<file path="config.mk">
export PLATFORM = sky130hd
export DESIGN_NAME = puf_ecc_key_sequencer
export DESIGN_NICKNAME = d
export VERILOG_FILES = /design/src/rtl/puf_ecc_pkg.sv /design/src/rtl/puf_ecc_key_sequencer_dec.sv /design/src/rtl/puf_ecc_key_sequencer.sv
export SDC_FILE = /design/constraint.sdc
export NUM_CORES = 1
export LEC_CHECK = 0
export BUFFER_PORTS_ARGS = -buffer_cell sky130_fd_sc_hd__buf_2
export CELL_PAD_IN_SITES_DETAIL_PLACEMENT = 0
export CELL_PAD_IN_SITES_GLOBAL_PLACEMENT = 1
export CORE_ASPECT_RATIO = 0.9
export CORE_MARGIN = 8
export CORE_UTILIZATION = 35
export DETAILED_ROUTE_END_ITERATION = 10
export GPL_ROUTABILITY_DRIVEN = 0
export PLACE_DENSITY_LB_ADDON = 0.1
export SYNTH_ARGS = -nofsm -noshare
export SYNTH_HDL_FRONTEND = slang
export SYNTH_SLANG_ARGS = --single-unit
</file>
<file path="constraint.sdc">
create_clock -name clk -period 4.75 [get_ports clk]
set_input_delay 0.95 -clock clk [delete_from_list [all_inputs] [get_ports clk]]
set_output_delay 0.95 -clock clk [all_outputs]
set_load 0.02 [all_outputs]
</file>
<file path="src/rtl/puf_ecc_pkg.sv">
// Shared Hamming(15,11) definitions for the PUF key reconstruction path.
// Latency: not applicable (constants, types and pure functions only).
// Backpressure: not applicable.
package puf_ecc_pkg;

    localparam int CW_W   = 15;
    localparam int DATA_W = 11;
    localparam int SYN_W  = 4;

    typedef enum logic [1:0] {
        ST_IDLE    = 2'd0,
        ST_COLLECT = 2'd1,
        ST_DECODE  = 2'd2,
        ST_DONE    = 2'd3
    } seq_state_t;

    // s[j] is the parity of every codeword position p whose index p+1 has bit j set,
    // so a single flipped position p yields syndrome p+1.
    function automatic logic [SYN_W-1:0] hamming_syndrome(input logic [CW_W-1:0] cw);
        logic [SYN_W-1:0] s;
        s = '0;
        for (int p = 0; p < CW_W; p++) begin
            for (int j = 0; j < SYN_W; j++) begin
                if ((((p + 1) >> j) & 1) != 0) begin
                    s[j] = s[j] ^ cw[p];
                end
            end
        end
        return s;
    endfunction

    // Data bits sit at the positions whose index p+1 is not a power of two,
    // taken in ascending order: 2, 4..6, 8..14.
    function automatic logic [DATA_W-1:0] extract_data(input logic [CW_W-1:0] cw);
        return {cw[14:8], cw[6:4], cw[2]};
    endfunction

endpackage

</file>
<file path="src/rtl/puf_ecc_key_sequencer_dec.sv">
// Hamming(15,11) single-error-correcting decoder, output gated by enable.
// Latency: combinational.
// Backpressure: none; the caller holds c_h stable while enable is high.
module puf_ecc_key_sequencer_dec
    import puf_ecc_pkg::*;
(
    input  logic              enable,
    input  logic [CW_W-1:0]   c_h,
    output logic [DATA_W-1:0] data_out
);

    logic [SYN_W-1:0] syn;
    logic [CW_W-1:0]  fixed_cw;

    // Flip the position named by the syndrome, then strip the parity positions.
    always_comb begin
        syn      = hamming_syndrome(c_h);
        fixed_cw = c_h;
        if (syn != '0) begin
            fixed_cw[syn - SYN_W'(1)] = ~fixed_cw[syn - SYN_W'(1)];
        end
        data_out = enable ? extract_data(fixed_cw) : '0;
    end

endmodule

</file>
<file path="src/rtl/puf_ecc_key_sequencer.sv">
// Collects NUM_BLOCKS noisy codewords, decodes each into an 11-bit key slice, counts corrections.
// Latency: one codeword per 2 cycles; key_valid rises 2 cycles after the cycle the final word is accepted.
// Backpressure: cw_ready is high only in COLLECT; the word is taken on cw_valid & cw_ready unless abort is high.
module puf_ecc_key_sequencer
    import puf_ecc_pkg::*;
#(
    parameter int NUM_BLOCKS = 8,
    parameter int CNT_W      = 4
)(
    input  logic                         clk,
    input  logic                         rst_n,
    input  logic                         start,
    input  logic                         abort,
    input  logic                         cw_valid,
    output logic                         cw_ready,
    input  logic [CW_W-1:0]              cw_data,
    output logic                         busy,
    output logic                         key_valid,
    output logic [DATA_W*NUM_BLOCKS-1:0] key_out,
    output logic [CNT_W-1:0]             corr_cnt
);

    localparam int                KEY_W    = DATA_W * NUM_BLOCKS;
    localparam int                BLK_W    = (NUM_BLOCKS > 1) ? $clog2(NUM_BLOCKS) : 1;
    localparam logic [BLK_W-1:0]  LAST_BLK = BLK_W'(NUM_BLOCKS - 1);
    localparam logic [CNT_W-1:0]  CNT_MAX  = '1;

    seq_state_t        state_q,   state_d;
    logic [BLK_W-1:0]  blk_cnt_q, blk_cnt_d;
    logic [CW_W-1:0]   cw_reg_q,  cw_reg_d;
    logic [KEY_W-1:0]  key_q,     key_d;
    logic [CNT_W-1:0]  corr_q,    corr_d;

    logic              accept;
    logic              clear;
    logic              dec_en;
    logic [DATA_W-1:0] decoded;

    assign dec_en = (state_q == ST_DECODE);

    puf_ecc_key_sequencer_dec u_dec (
        .enable   (dec_en),
        .c_h      (cw_reg_q),
        .data_out (decoded)
    );

    // Next-state logic; abort wins over start and over a pending handshake.
    always_comb begin
        state_d = state_q;
        clear   = 1'b0;
        accept  = 1'b0;
        if (abort) begin
            state_d = ST_IDLE;
            clear   = 1'b1;
        end else begin
            case (state_q)
                ST_IDLE, ST_DONE: begin
                    if (start) begin
                        state_d = ST_COLLECT;
                        clear   = 1'b1;
                    end
                end
                ST_COLLECT: begin
                    if (cw_valid) begin
                        state_d = ST_DECODE;
                        accept  = 1'b1;
                    end
                end
                ST_DECODE: begin
                    state_d = (blk_cnt_q == LAST_BLK) ? ST_DONE : ST_COLLECT;
                end
                default: state_d = ST_IDLE;
            endcase
        end
    end

    // Datapath: capture the codeword, then write its decoded slice and bump the counters.
    always_comb begin
        blk_cnt_d = blk_cnt_q;
        cw_reg_d  = cw_reg_q;
        key_d     = key_q;
        corr_d    = corr_q;
        if (clear) begin
            blk_cnt_d = '0;
            key_d     = '0;
            corr_d    = '0;
        end else if (accept) begin
            cw_reg_d = cw_data;
        end else if (state_q == ST_DECODE) begin
            key_d[int'(blk_cnt_q)*DATA_W +: DATA_W] = decoded;
            // Any non-zero syndrome counts, even a multi-bit error the decoder gets wrong.
            if ((hamming_syndrome(cw_reg_q) != '0) && (corr_q != CNT_MAX)) begin
                corr_d = corr_q + 1'b1;
            end
            if (blk_cnt_q != LAST_BLK) begin
                blk_cnt_d = blk_cnt_q + 1'b1;
            end
        end
    end

    // State register.
    always_ff @(posedge clk or negedge rst_n) begin
        if (!rst_n) begin
            state_q <= ST_IDLE;
        end else begin
            state_q <= state_d;
        end
    end

    // Datapath registers; reset wipes any partially assembled key.
    always_ff @(posedge clk or negedge rst_n) begin
        if (!rst_n) begin
            blk_cnt_q <= '0;
            cw_reg_q  <= '0;
            key_q     <= '0;
            corr_q    <= '0;
        end else begin
            blk_cnt_q <= blk_cnt_d;
            cw_reg_q  <= cw_reg_d;
            key_q     <= key_d;
            corr_q    <= corr_d;
        end
    end

    assign cw_ready  = (state_q == ST_COLLECT);
    assign busy      = (state_q == ST_COLLECT) || (state_q == ST_DECODE);
    assign key_valid = (state_q == ST_DONE);
    assign key_out   = key_q;
    assign corr_cnt  = corr_q;

endmodule
</file>
==> results.txt <==
Placed cell count: 801
Worst reg2reg path endpoint: key_out[7]
Via count: 4,531
CORE AREA: 0.0159 sq mm
Count of unresolved DRC violations after routing: 0
Top cells by area in the synthesized netlist: dfrtp_1 50%, a22o_1 3.9%, a32oi_1 3.9%
CTS tree: done
RR Startpoint: cw_reg_q[10]
Filler Cells Inserted: 1,573
Period minus WS final: 3.95 ns
Area grow syn2layout: 18.8%
First-pass GRT wire length: 27,200 microns
Clock-pin slew reported for the worst setup and hold paths after clock tree synthesis: 0.08 ns
Slew of the pin with the lowest slew margin: 1.16 ns
# setup viols final: 0
Relative slew slack: 22.6%
Worst setup path startpoint: cw_reg_q[10]
Post-synth EDFFs: 0
Count of synthesis-stage warnings from yosys: 0
Total Wirelength: 17,400 microns
Starting density of the core: 35.2%
Required time at the worst-slack endpoint: 4.96 ns
Number of diodes: 0
Post-Route Skew: 0.0105 ns
Post-synthesis instance area: 0.00560 sq mm
Area of combinational cells with multiple inputs: 0.00261 sq mm
F_max: 253 MHz
Syn Nets: 537
Vias per std cell: 5.55
Post-synthesis async set-or-reset flop share: 100%
Number of slew-limit violations in the final report: 0
Drt wl/cell: 21.2 microns
End of the critical path: key_out[7]
Final hold violation count: 0
Total number of placement rows: 44
Maximum buffer depth of the clock tree: 2
Clock network latency to the later pin of the worst-skew pair: 0.36 ns
Kind of capture point of the worst setup path: flop
Largest net degree at the start of global routing: 58
Port bufs: 114
Top-count cell post-synth: dfrtp_1
Status: finished clean
Commonest register cell after synthesis: dfrtp_1
Detail Placement HPWL: 12,900 microns
Area enclosed by the die boundary: 0.0203 sq mm
Worst hold-check slack: 0.487 ns
Length of the first detailed-routing pass in iterations: 5
Instance count of the mapped netlist: 505
Number of nets in the layout: 637
Yosys cell types: 49
Hold crit path type: reg -> reg
Width of the chip: 149 microns
Fin cells: 817
Final worst path period share: 83.1%
Count of routing violations after the opening detailed-route iteration: 327
Number of buffers created by CTS: 9
H-tree levels: 3
Number of buffers inserted by hold repair at cts: 0
Sum of negative setup slack: 0 ns
Worst Setup Start Kind: flop
Maxcap violations: 0
Reg2reg path depth: 13
Total of cells resized after clock tree synthesis: 0
TritonCTS sink count: 112
Layout cell share with drive strength beyond 1: 27.9%
Antenna violations before repair: 0
Clock root buffer: clkbuf_16
Antenna viol nets, final: 0
Setup repair after global routing missed its margin: no
Sequential area share after synthesis: 50.1%
Number of post-CTS setup repair buffers: 0
Remaining global-route overflow: 0
FF/Latch Area: 0.00280 sq mm
Post-Synthesis Mean Instance Area: 11.1 sq um
Post-synth top cells: 112 x dfrtp_1, 47 x nand2_1, 41 x o21ai_0
Yosys reg bits: 112
Via count of the first global-routing pass: 4,653
Worst path arrival time: 4.16 ns
Portion of synthesized cell area occupied by the leading cell type: 50.1%
Aggregate global-route resource usage: 17.5%
Peak fanout along the critical path: 24
Worst setup path category: reg -> reg
Boundary Pins: 115
Cell type with the largest total area after synthesis: dfrtp_1
Height of the die: 136 microns
Reg-to-reg setup timing slack: 0.80 ns
## worst min path at each step
stage,start,endpoint,slack [ns],cells after the start
after floorplan,cw_reg_q[7],cw_reg_q[7],0.51,1
after global placement,key_out[27],key_out[27],0.46,2
after detailed placement,key_out[24],key_out[24],0.47,2
after CTS,key_out[33],key_out[33],0.49,2
after global routing,key_out[46],key_out[46],0.52,1
final,key_out[74],key_out[74],0.49,2
## state kept, by name (all words and copies together), names as in the netlist
register   cells
key_out       88
cw_reg_q      15
corr_cnt       4
blk_cnt_q      3
state_q        2
## cell usage in the layout (no fill, tap or decap), drive strengths merged, types with 3 or more instances in the layout
| cell type | Yosys | final |
|---|---|---|
| buf | 11 | 122 |
| dfrtp | 112 | 112 |
| nand2 | 47 | 47 |
| o21ai | 41 | 41 |
| a22o | 25 | 25 |
| a32oi | 25 | 25 |
| o31ai | 25 | 25 |
| nor2 | 21 | 21 |
| a21oi | 18 | 18 |
| mux2 | 16 | 16 |
| mux2i | 15 | 15 |
| nor3 | 15 | 15 |
| xnor2 | 15 | 15 |
| nand3 | 12 | 12 |
| ha | 12 | 12 |
| inv | 10 | 12 |
| xor2 | 10 | 10 |
| clkbuf | 22 | 9 |
| and3 | 5 | 5 |
| and2 | 5 | 5 |
| xor3 | 5 | 5 |
| o211ai | 4 | 4 |
| o32ai | 4 | 4 |
| a31oi | 4 | 4 |
| a21o | 3 | 3 |
| nand2b | 3 | 3 |
| mux4 | 3 | 3 |
| nand4 | 3 | 3 |
| clkinv | 0 | 3 |
## metal layers
layer | global-route usage (%) | vias to the layer above | wire [microns]
li1 | - | 2079 | -
met1 | 24.0 | 2285 | 8200
met2 | 25.9 | 146 | 7640
met3 | 5.32 | 21 | 1280
met4 | 5.38 | 0 | 238
met5 | 0 | - | 0
## logic make-up after synthesis
kind of cell / share of synthesized area [%]
adder cells (fa/ha/maj): 2.68
AND/OR/NAND/NOR: 9.57
buffers and inverters: 3.26
flip-flops: 50.1
AO/OA/AOI/OAI: 20.3
XOR/XNOR: 6.95
multiplexers: 7.18
## cell type report
type / instances / share of cell area [%]
timing repair buffer: 122 / 9.52
clock buffer: 9 / 3.39
tap: 207 / 3.90
clock inverter: 7 / 1.22
multi-input combinational: 350 / 39.3
sequential: 112 / 42.2
inverter: 10 / 0.565
## per-stage QoR
stage | util, % | instance area (sq um) | setup WS (ns)
after floorplan | - | 5600 | 1.47
after global placement | 39.9 | 6340 | 0.978
after detailed placement | 39.9 | 6340 | 0.821
after CTS | 41.8 | 6650 | 0.791
after global routing | 41.8 | 6650 | 0.553
final | 41.8 | 6650 | 0.804
## worst max-delay path: stages (launching register included)
cell      delay [ns]
dfrtp_1         0.51
xnor2_1         0.45
xnor2_1         0.16
xnor2_1         0.19
ha_1            0.25
buf_4           0.20
ha_1            0.40
nor2_1          0.07
a21oi_1         0.21
mux2i_1         0.13
mux2_4          0.36
a221oi_4        0.40
buf_4           0.34
o31ai_1         0.12
Power is not shown: default switching activity piles up to over one toggle a cycle in this logic, so the estimate is an artifact.
